==> config.mk <==
export PLATFORM = sky130hd
export DESIGN_NAME = lowx_mem_arbiter
export DESIGN_NICKNAME = d
export VERILOG_FILES = /design/src/rtl/lowx_mem_arbiter.sv
export SDC_FILE = /design/constraint.sdc
export NUM_CORES = 1
export LEC_CHECK = 0
export ABC_AREA = 1
export BUFFER_PORTS_ARGS = -buffer_cell sky130_fd_sc_hd__buf_4
export CAP_MARGIN = 5
export CORE_AREA = 2 2 292 294
export CTS_CLUSTER_DIAMETER = 200
export DETAILED_ROUTE_END_ITERATION = 16
export DIE_AREA = 0 0 294 296
export PLACE_DENSITY = 0.43
export SYNTH_ARGS = -nofsm -noshare
export SYNTH_HDL_FRONTEND = slang
export SYNTH_SLANG_ARGS = --single-unit
==> constraint.sdc <==
create_clock -name clk_i -period 2.2 [get_ports clk_i]
set_clock_uncertainty 0.1 [all_clocks]
set_input_delay 0.11 -clock clk_i [delete_from_list [all_inputs] [get_ports clk_i]]
set_output_delay 0.11 -clock clk_i [all_outputs]
set_load 0.01 [all_outputs]
==> src/rtl/lowx_mem_arbiter.sv <==
// Arbiter sharing one lower-level memory port between the icache refill path and the
// dcache refill/writeback path; one transaction in flight, dcache priority with starvation guard.
module lowx_mem_arbiter #(
    parameter int XLEN       = 32,
    parameter int BLK_SIZE   = 128,
    parameter int MAX_STARVE = 4
) (
    input  logic                clk_i,
    input  logic                rst_ni,
    input  logic                ic_flush_i,
    input  logic                ic_req_valid_i,
    input  logic [XLEN-1:0]     ic_req_addr_i,
    output logic                ic_req_ready_o,
    output logic                ic_res_valid_o,
    output logic [BLK_SIZE-1:0] ic_res_blk_o,
    input  logic                dc_req_valid_i,
    input  logic [XLEN-1:0]     dc_req_addr_i,
    input  logic                dc_req_rw_i,
    input  logic [BLK_SIZE-1:0] dc_req_data_i,
    output logic                dc_req_ready_o,
    output logic                dc_res_valid_o,
    output logic [BLK_SIZE-1:0] dc_res_blk_o,
    output logic                mem_req_valid_o,
    output logic [XLEN-1:0]     mem_req_addr_o,
    output logic                mem_req_rw_o,
    output logic [BLK_SIZE-1:0] mem_req_data_o,
    input  logic                mem_req_ready_i,
    input  logic                mem_res_valid_i,
    input  logic [BLK_SIZE-1:0] mem_res_blk_i
);

    localparam int CW = $clog2(MAX_STARVE + 1);

    typedef enum logic [1:0] {
        S_IDLE = 2'd0,
        S_REQ  = 2'd1,
        S_WAIT = 2'd2
    } state_t;

    typedef enum logic {
        OWN_IC = 1'b0,
        OWN_DC = 1'b1
    } owner_t;

    state_t              state_q;
    state_t              state_d;
    owner_t              owner_q;
    logic [CW-1:0]       starve_cnt;
    logic                drop_q;
    logic [XLEN-1:0]     addr_q;
    logic                rw_q;
    logic [BLK_SIZE-1:0] data_q;

    logic ic_eligible;
    logic force_ic;
    logic grant_dc;
    logic grant_ic;
    logic res_done;

    // Grant is only offered in IDLE; rst_ni gating keeps ready pulses off while reset is held.
    always_comb begin
        ic_eligible = ic_req_valid_i && !ic_flush_i;
        force_ic    = ic_eligible && (starve_cnt == CW'(MAX_STARVE));
        grant_dc    = rst_ni && (state_q == S_IDLE) && dc_req_valid_i && !force_ic;
        grant_ic    = rst_ni && (state_q == S_IDLE) && ic_eligible && !grant_dc;
        res_done    = (state_q == S_WAIT) && mem_res_valid_i;
    end

    always_ff @(posedge clk_i or negedge rst_ni) begin
        if (!rst_ni) begin
            state_q <= S_IDLE;
        end else begin
            state_q <= state_d;
        end
    end

    always_comb begin
        state_d = state_q;
        case (state_q)
            S_IDLE: if (grant_dc || grant_ic) state_d = S_REQ;
            S_REQ:  if (mem_req_ready_i)      state_d = S_WAIT;
            S_WAIT: if (mem_res_valid_i)      state_d = S_IDLE;
            default:                          state_d = S_IDLE;
        endcase
    end

    always_comb begin
        ic_req_ready_o  = grant_ic;
        dc_req_ready_o  = grant_dc;
        mem_req_valid_o = 1'b0;
        mem_req_addr_o  = '0;
        mem_req_rw_o    = 1'b0;
        mem_req_data_o  = '0;
        ic_res_valid_o  = 1'b0;
        ic_res_blk_o    = '0;
        dc_res_valid_o  = 1'b0;
        dc_res_blk_o    = '0;
        if (state_q == S_REQ) begin
            mem_req_valid_o = 1'b1;
            mem_req_addr_o  = addr_q;
            mem_req_rw_o    = rw_q;
            mem_req_data_o  = data_q;
        end
        // A flush arriving with the response itself must also suppress it, hence the live ic_flush_i term.
        if (res_done) begin
            if (owner_q == OWN_DC) begin
                dc_res_valid_o = 1'b1;
                dc_res_blk_o   = mem_res_blk_i;
            end else if (!drop_q && !ic_flush_i) begin
                ic_res_valid_o = 1'b1;
                ic_res_blk_o   = mem_res_blk_i;
            end
        end
    end

    // Request fields are captured only in the grant cycle; icache transactions never write.
    always_ff @(posedge clk_i or negedge rst_ni) begin
        if (!rst_ni) begin
            owner_q <= OWN_IC;
            addr_q  <= '0;
            rw_q    <= 1'b0;
            data_q  <= '0;
        end else if (grant_dc) begin
            owner_q <= OWN_DC;
            addr_q  <= dc_req_addr_i;
            rw_q    <= dc_req_rw_i;
            data_q  <= dc_req_data_i;
        end else if (grant_ic) begin
            owner_q <= OWN_IC;
            addr_q  <= ic_req_addr_i;
            rw_q    <= 1'b0;
            data_q  <= '0;
        end
    end

    always_ff @(posedge clk_i or negedge rst_ni) begin
        if (!rst_ni) begin
            starve_cnt <= '0;
        end else if (grant_ic) begin
            starve_cnt <= '0;
        end else if (grant_dc && ic_req_valid_i && (starve_cnt != CW'(MAX_STARVE))) begin
            starve_cnt <= starve_cnt + CW'(1);
        end
    end

    // Dropped icache transactions still run to completion on the memory side.
    always_ff @(posedge clk_i or negedge rst_ni) begin
        if (!rst_ni) begin
            drop_q <= 1'b0;
        end else if (res_done) begin
            drop_q <= 1'b0;
        end else if (ic_flush_i && (owner_q == OWN_IC) &&
                     ((state_q == S_REQ) || (state_q == S_WAIT))) begin
            drop_q <= 1'b1;
        end
    end

endmodule

==> impl_metrics.py <==
metrics = {
    "cts": {
        "clock_path_buffers": 2,
        "htree_levels": 4,
        "insertion_delay_ns": 0.49,
        "cts_inserted_buffers": 17,
        "cts_sinks": 168,
        "cts-root-buf": "clkbuf_16",
        "clkTransAtPathRegs_ns": 0.09,
        "cts_tree": "built",
    },
    "detailed_routing": {
        "first_iter_violations": 506,
        "vias": 14000,
        "drc": 0,
        "dr.pass1.iters": 5,
        "wirelength_um": 78300,
        "wl_per_cell_um": 21.3,
        "drtAntennaViolNets": 0,
        "avgViaCountPerCell": 3.80,
    },
    "global_routing": {
        "grt_pass1_wl_um": 101000,
        "grt_overflow": 0,
        "grt_max_degree": 113,
        "antenna_found_initial": 55,
        "grt_usage": 0.166,
        "grt_pass1_vias": 13700,
    },
    "cells_and_area": {
        "seqCellArea_mm2": 0.00420,
        "syn_to_final_growth_pct": 138,
        "fin_nets": 2886,
        "fillCellCount": 9124,
        "multi_input_area_mm2": 0.00553,
        "drive_gt1_frac": 0.476,
    },
    "floorplanning": {
        "die_area_mm2": 0.0870,
        "row_count": 107,
        "io_pins": 750,
        "initial_utilization": 0.117,
        "dieHeight_um": 296,
        "coreArea_mm2": 0.0842,
        "die_w_um": 294,
    },
    "synth": {
        "ys_types": 20,
        "synth_seq_cells": 168,
        "syn_area_mm2": 0.00989,
        "syn-instance-count": 1557,
        "ys_warn_count": 0,
        "synth_nets": 1891,
        "ys_seq_area_frac": 0.425,
        "netlist.area_leader.share": 0.425,
        "avgSynthCellArea_um2": 6.35,
        "yosysTopAreaCell": "dfrtp_1",
        "yosys-top-cells-area": "dfrtp_1 (43%), nand2_1 (18%), nand3_1 (12%)",
    },
    "setup_path": {
        "end_kind": "output pin",
        "critPathRequiredTime_ns": 1.99,
        "critPathKind": "flip-flop to output pin",
        "crit_path_cell_trace": "inv_2, ha_4, nand2_4, clkinvlp_4, nand3_4, buf_12, clkbuf_16, buf_16, nor2_4, buf_6",
        "worst-path-buf-inv": 6,
        "arrival_ns": 2.07,
        "slowest_stage": "dfrtp_1",
        "cp_slowest_stage_delay_ns": 0.40,
        "path_delay_family": "buffers and inverters",
        "cp.depth": 10,
        "crit_fanout": 5,
        "startpoint_type": "flip-flop",
        "r2r_cells": 13,
    },
    "sta": {
        "rsz0062_at_grt": "yes",
        "period_needed_ns": 2.28,
        "slew_viol_final": 0,
        "slew_headroom": 0.446,
        "fin_ws_ns": -0.0838,
        "fmax_mhz": 438,
        "period_share": 1.04,
        "hold_viol": 0,
        "worst_pin_slew_ns": 0.832,
        "finalSetupViolations": 127,
    },
    "outcome": {
        "outcome": "finished with violations",
        "violations": "setup timing",
    },
    "power": {
        "power.total_mw": 20.5,
        "leakage_nw": 13.3,
        "powerDensity_mw_per_mm2": 870,
        "ir_drop_v": 0.000466,
    },
    "placement": {
        "place.gp.congestion": 0.789,
        "pre_cts_ws_ns": 0.168,
        "io_buffer_count": 749,
        "dp_hpwl_um": 53600,
    },
    "min_path": {
        "hp-class": "primary input to flip-flop",
        "min_path_cells": 7,
    },
    "flow_run": {
        "maxCapViolations": 0,
    },
}
final timing paths:
kind	start	endpoint	slack, ns
max reg2reg	state_q[1]	addr_q[2]	0.12
min reg2reg	data_q[25]	data_q[25]	0.41
max in group asynchronous	rst_ni	data_q[100]	1.04
min	ic_flush_i	starve_cnt[2]	0.09
min in group asynchronous	rst_ni	data_q[43]	0.28
max	state_q[0]	ic_res_blk_o[34]	-0.08
cell usage in the layout, fill, tap and decap left out, drive strengths merged:
cell type and instances:
nor2 264, a21oi 2, nor3 1, clkinv 7, bufinv 2, ha 6, nand2 469, dlygate4sd3 200
o21ai 3, dfrtp 168, bufbuf 2, clkinvlp 3, inv 312, nand3 234, diode 17, buf 861
clkbuf 31
flip-flops by register name (all words and copies together) (netlist names):
name	cells
addr_q	32
data_q	128
drop_q	1
owner_q	1
rw_q	1
starve_cnt	3
state_q	2
cell families (layout without fill, tap and decap cells):
| kind of cell | after synthesis | after routing | synth area share |
|---|---|---|---|
| AND/OR/NAND/NOR | 966 | 968 | 0.397 |
| AO/OA/AOI/OAI | 5 | 5 | 0.00253 |
| adder cells (fa/ha/maj) | 6 | 6 | 0.00759 |
| buffers and inverters | 412 | 1418 | 0.167 |
| flip-flops | 168 | 168 | 0.425 |
| other | 0 | 17 | 0 |
routing by layer:
layer  routed length, um  vias to the layer above  global-route usage
met5                  25                        -                   0
met4                2680                        4              0.0544
met3                4440                      148              0.0357
met2               43100                      634               0.323
met1               28100                     6587               0.174
li1                    -                     6583                   -
layout make-up:
class                   instances  share of cell area
diodes                         17             0.00181
clock buffers                  17              0.0181
clock inverters                15             0.00723
inverters                     308              0.0511
multi-input cells             979               0.235
flip-flops and latches        168               0.179
well taps                    1090              0.0579
repair buffers               1077               0.450
repair inverters                1            0.000372
power breakdown:
part | switching (mW) | internal [mW] | leakage [nW]
registers | 1.05 | 4.49 | 2.14
logic | 5.84 | 5.73 | 10.8
clock network | 1.66 | 1.71 | 0.294
total | 8.55 | 11.9 | 13.3
metrics by stage:
stage	std cells	util	TNS, ns	area (um2)	hold WS [ns]
after detailed placement	3337	0.201	0	17000	-0.142
after global routing	3663	0.279	-33.99	23500	0.115
after floorplan	1557	-	0	9890	-0.286
final	3672	0.280	-4.43	23500	0.0931
after CTS	3625	0.256	-28.43	21600	0.0456
after global placement	3337	0.201	0	17000	-0.140
worst reg2reg max path, delay by kind of cell, from the launching register on:
kind	cells	cell delay, ns
buf+inv	8	1.05
flops	1	0.43
simple gates	4	0.29
fa+ha+maj	1	0.14
Yosys cell counts:
| cell type | instances |
|---|---|
| a21oi_1 | 2 |
| buf_1 | 5 |
| buf_2 | 57 |
| buf_4 | 8 |
| buf_6 | 1 |
| clkbuf_1 | 33 |
| clkinv_1 | 1 |
| dfrtp_1 | 168 |
| ha_1 | 6 |
| inv_1 | 305 |
| inv_2 | 2 |
| nand2_1 | 467 |
| nand2_2 | 2 |
| nand3_1 | 231 |
| nand3_2 | 1 |
| nor2_1 | 263 |
| nor2_2 | 1 |
| nor3_1 | 1 |
| o21ai_0 | 2 |
| o21ai_1 | 1 |
repair_timing:
action                                  in CTS  in global routing
hold buffers                               200                  0
hold endpoints to repair                   335                  0
resized for setup                          271                482
pin swaps                                    8                 12
buffers inserted                            32                 13
endpoints found under the setup margin     291                508
gates cloned                                27                 19
No activity file was read; power rests on OpenSTA's default activity.
